[src/rtl/param_updown_counter_if.sv]
// Control and status bundle for param_updown_counter: the master drives the
// count controls, the slave (the counter) returns the count and its flags.
interface param_updown_counter_if #(
  parameter int WIDTH = 32
);
  logic             enable;
  logic             inst;
  logic             load;
  logic [WIDTH-1:0] load_value;
  logic [WIDTH-1:0] value;
  logic             at_max;
  logic             at_zero;
  logic             overflow;

  modport master (
    output enable, inst, load, load_value,
    input  value, at_max, at_zero, overflow
  );

  modport slave (
    input  enable, inst, load, load_value,
    output value, at_max, at_zero, overflow
  );
endinterface

[src/rtl/param_updown_counter.sv]
// Up/down counter with parallel load; wraps by default, clamps at the limits when PARAM_UPDOWN_COUNTER_SATURATE_EN is defined.
// One cycle from enable/inst/load to value; at_max/at_zero follow value combinationally; always ready, no backpressure.
module param_updown_counter #(
  parameter int              WIDTH = 32,
  parameter longint unsigned STEP  = 1
) (
  input logic                   clock,
  input logic                   reset,
  param_updown_counter_if.slave bus
);

  localparam logic [WIDTH:0] STEP_X = (WIDTH+1)'(STEP);
`ifdef PARAM_UPDOWN_COUNTER_SATURATE_EN
  localparam logic [WIDTH-1:0] MAX_VAL = '1;
`endif

  logic [WIDTH-1:0] count;
  logic [WIDTH-1:0] count_nxt;
  logic             overflow_q;
  logic             overflow_nxt;
  logic [WIDTH:0]   sum_up;
  logic [WIDTH:0]   sum_dn;
  logic             crossing;

  // One extra bit holds the carry (up) or borrow (down), flagging the boundary exactly.
  always_comb begin
    sum_up   = {1'b0, count} + STEP_X;
    sum_dn   = {1'b0, count} - STEP_X;
    crossing = bus.inst ? sum_dn[WIDTH] : sum_up[WIDTH];
  end

  always_comb begin
    count_nxt    = count;
    overflow_nxt = 1'b0;
    if (bus.load) begin
      count_nxt = bus.load_value;
    end else if (bus.enable) begin
      overflow_nxt = crossing;
`ifdef PARAM_UPDOWN_COUNTER_SATURATE_EN
      if (crossing) begin
        count_nxt = bus.inst ? '0 : MAX_VAL;
      end else begin
        count_nxt = bus.inst ? sum_dn[WIDTH-1:0] : sum_up[WIDTH-1:0];
      end
`else
      count_nxt = bus.inst ? sum_dn[WIDTH-1:0] : sum_up[WIDTH-1:0];
`endif
    end
  end

  always_ff @(posedge clock) begin
    if (reset) begin
      count      <= '0;
      overflow_q <= 1'b0;
    end else begin
      count      <= count_nxt;
      overflow_q <= overflow_nxt;
    end
  end

  assign bus.value    = count;
  assign bus.overflow = overflow_q;
  assign bus.at_max   = &count;
  assign bus.at_zero  = ~|count;

endmodule

[src/flat_wrapper.sv]
// flat-port wrapper written by rule: the top's interface ports become plain ports
module param_updown_counter_flat 
#(
  parameter int              WIDTH = 32,
  parameter longint unsigned STEP  = 1
)
  (clock, reset, bus_enable, bus_inst, bus_load, bus_load_value, bus_value, bus_at_max, bus_at_zero, bus_overflow);
  param_updown_counter_if #(.WIDTH(WIDTH)) bus_i ();
  input logic clock;
  input logic reset;
  input wire logic [$bits(bus_i.enable)-1:0] bus_enable;
  input wire logic [$bits(bus_i.inst)-1:0] bus_inst;
  input wire logic [$bits(bus_i.load)-1:0] bus_load;
  input wire logic [$bits(bus_i.load_value)-1:0] bus_load_value;
  output wire logic [$bits(bus_i.value)-1:0] bus_value;
  output wire logic [$bits(bus_i.at_max)-1:0] bus_at_max;
  output wire logic [$bits(bus_i.at_zero)-1:0] bus_at_zero;
  output wire logic [$bits(bus_i.overflow)-1:0] bus_overflow;
  assign bus_i.enable = bus_enable;
  assign bus_i.inst = bus_inst;
  assign bus_i.load = bus_load;
  assign bus_i.load_value = bus_load_value;
  assign bus_value = bus_i.value;
  assign bus_at_max = bus_i.at_max;
  assign bus_at_zero = bus_i.at_zero;
  assign bus_overflow = bus_i.overflow;
  param_updown_counter #(.WIDTH(WIDTH), .STEP(STEP)) u_core (.clock(clock), .reset(reset), .bus(bus_i));
endmodule
[config.mk]
export PLATFORM = sky130hd
export DESIGN_NAME = param_updown_counter_flat
export DESIGN_NICKNAME = d
export VERILOG_FILES = /design/src/rtl/param_updown_counter_if.sv /design/src/rtl/param_updown_counter.sv /design/src/flat_wrapper.sv
export SDC_FILE = /design/constraint.sdc
export NUM_CORES = 1
export LEC_CHECK = 0
export ABC_AREA = 1
export BUFFER_PORTS_ARGS = -buffer_cell sky130_fd_sc_hd__buf_2
export CORE_ASPECT_RATIO = 1.5
export CORE_MARGIN = 4
export CORE_UTILIZATION = 56
export CTS_CLUSTER_DIAMETER = 80
export DETAILED_ROUTE_END_ITERATION = 6
export PLACE_DENSITY_LB_ADDON = 0.3
export SYNTH_ARGS = -nofsm -noshare
export SYNTH_HDL_FRONTEND = slang
export SYNTH_SLANG_ARGS = --single-unit
[constraint.sdc]
create_clock -name clock -period 1.9 [get_ports clock]
set_input_delay 0.19 -clock clock [delete_from_list [all_inputs] [get_ports clock]]
set_output_delay 0.19 -clock clock [all_outputs]
set_load 0.02 [all_outputs]
==> reports/qor.yml <==
status:
  status: "finished, final reports clean"
sta:
  tns_ns: 0
  worst_pin_slew_ns: 0.914
  finalWorstSetupSlack_ns: 0.0258
  fin_skew_ns: 0.00521
  period_share_pct: 98.6
  final-setup-viol-count: 0
  period_needed_ns: 1.87
  hold_violations: 0
  relSlewSlack_pct: 39.0
  rsz0062_at_grt: "yes"
  maxSlewViolCount: 0
  clock.fmax_mhz: 534
setup_path:
  crit_required_ns: 1.71
  cp-end-kind: "primary output"
  worstPathArrival_ns: 1.68
  worstSetupPathType: "reg -> out"
  path_max_fanout: 11
  startpoint_type: "register"
job:
  maxCapViolations: 0
die:
  initial_core_util_pct: 57.7
  row_count: 34
  die_h_um: 103
  fp.dieW_um: 71.1
  core_mm2: 0.00579
  die-area_mm2: 0.00729
  io_pins: 72
cts:
  ctsHtreeMaxLevel: 2
  clkTransAtPathRegs_ns: 0.07
  tritoncts: "yes"
  clock_path_buffers: 2
  cts_sinks: 33
  cts-root-buf: "clkbuf_8"
  clkLatencyLatePin_ns: 0.29
  cts-hold-fix-buffers: 0
  cts_made_buffers: 5
layout:
  insertedDiodeCount: 0
  layout.nets: 711
  utilization_pct: 70.0
  design_area_mm2: 0.00405
  drive_gt1_share_pct: 26.8
  fillers: 561
  area_delta_synth_final_pct: 21.2
placed_design:
  port_buffers: 71
  pre_cts_ws_ns: -0.0494
  dpl-instance-area_mm2: 0.00368
  dp_hpwl_um: 8630
  gp_congestion: 0.984
synthesis:
  syn_nets: 642
  synth.avg_cell_area_um2: 5.54
  synthDistinctLibCells: 33
  synth_seq_cells: 33
  netlist_area_mm2: 0.00334
  syn-instance-count: 603
  yosys_warnings: 0
  ys_seq_area_share_pct: 19.8
drt:
  drtIter0Drc: 320
  viasPerCell: 5.79
  firstDrtPassIters: 5
  route.detailed.drc: 0
  detail-route-antenna-nets: 0
  wire_per_inst_um: 15.6
  vias: 4307
  totalWireLength_um: 11600
power_and_ir_drop:
  ir_worst_vdd_mv: 0.386
  power_density_mw_per_mm2: 538
  p_total_mw: 2.18
  p_leak_nw: 1.83
min_path:
  hold_class: "in -> reg"
global_routing:
  grt_pass1_wl_um: 18300
  grt_pass1_vias: 4020
  antenna_found_initial: 0
  grt_use_total_pct: 31.3
  overflow: 0
  grt_max_degree: 32
[through the flow]
step                      cells  hold WS, ns
after floorplan             603        0.259
after global placement      721        0.468
after detailed placement    721        0.479
after CTS                   730        0.165
after global routing        744        0.178
final                       744        0.168
[final timing paths]
check,startpoint,endpoint,slack (ns),depth (start not counted)
min,bus_load_value[4],u_core.bus.value[4]$_SDFFE_PP0P_,0.17,3
min reg2reg,u_core.bus.value[1]$_SDFFE_PP0P_,u_core.bus.value[1]$_SDFFE_PP0P_,0.55,2
max,u_core.bus.value[26]$_SDFFE_PP0P_,bus_at_zero,0.03,6
max reg2reg,u_core.bus.value[0]$_SDFFE_PP0P_,u_core.bus.value[20]$_SDFFE_PP0P_,0.13,11
[kinds of logic after synthesis]
kind of cell	count (synthesis)	share of synthesized area [%]
compound gates	99	17.5
flops	33	19.8
fa+ha+maj	2	0.749
xor+xnor	6	1.57
buf+inv	77	10.6
simple gates	386	49.8
[synth_stat cells]
master / instances / share of area, %
inv_1: 37 / 4.2
o211ai_1: 1 / 0.22
o21ai_1: 2 / 0.30
nor3_1: 3 / 0.45
a31oi_1: 6 / 1.1
nor4_4: 1 / 0.64
a22oi_1: 25 / 5.6
nand2_2: 6 / 1.1
a21o_1: 3 / 0.67
buf_4: 4 / 0.90
ha_1: 2 / 0.75
o21ai_2: 1 / 0.26
nand3_1: 41 / 6.1
o22ai_1: 1 / 0.19
a21oi_1: 35 / 5.2
buf_6: 4 / 1.3
buf_1: 1 / 0.11
clkbuf_2: 2 / 0.30
dfxtp_1: 33 / 20
nand2_1: 213 / 24
buf_2: 15 / 2.2
nor2_4: 3 / 1.0
nor2_2: 19 / 3.6
nor2_1: 82 / 9.2
nand4_1: 15 / 2.8
o21ai_0: 24 / 3.6
clkbuf_1: 12 / 1.3
nand3b_1: 2 / 0.45
inv_2: 2 / 0.22
o21a_1: 1 / 0.22
xor2_1: 2 / 0.52
nor3_4: 1 / 0.49
xnor2_1: 4 / 1.0
[layout make-up]
class / count / area (um2) / area share [%]
Clock buffer: 7 / 86.3 / 2.13
Tap cell: 72 / 90.1 / 2.22
Inverter: 39 / 146 / 3.61
Sequential cell: 33 / 736 / 18.2
Timing Repair Buffer: 100 / 578 / 14.3
Multi-Input combinational cell: 493 / 2410 / 59.6
[state kept, by name, summed over array words and instances (netlist names)]
register,cells
u_core.bus.value,32
u_core.bus.overflow,1
[critical path, stage by stage, from the launching register on]
cell and delay, ns:
dfxtp_4 0.39, nor2_4 0.12, nand2_1 0.07, nor2_2 0.11, nand4_1 0.18, nor4_4 0.32, buf_4 0.19
[report_power, final]
part,internal (mW),switching [mW]
logic,0.280,0.485
clock network,0.288,0.283
registers,0.732,0.110
[layout by cell type, fill, tap and decap left out, types with 9 or more instances in the layout]
master / instances
a21oi_1: 35
a22oi_1: 25
buf_2: 69
buf_4: 31
dfxtp_1: 9
dfxtp_4: 18
inv_1: 36
nand2_1: 208
nand2_2: 11
nand3_1: 40
nand4_1: 15
nor2_1: 74
nor2_2: 20
nor2_4: 10
o21ai_0: 23
[repair_timing]
action | 4_1_cts | 5_1_grt
gates cloned | 0 | 0
endpoints found under the setup margin | 3 | 4
buffers inserted | 2 | 14
gates resized for setup | 30 | 39
pin swaps | 1 | 7
[layer usage]
layer | track usage [%] | vias to the layer above | routed length [um]
li1 | - | 2103 | -
met1 | 35.3 | 1949 | 4550
met2 | 56.5 | 209 | 5880
met3 | 3.51 | 46 | 716
met4 | 18.1 | 0 | 449
met5 | 0 | - | 0
Note: power is estimated with default switching activity, not from simulation.
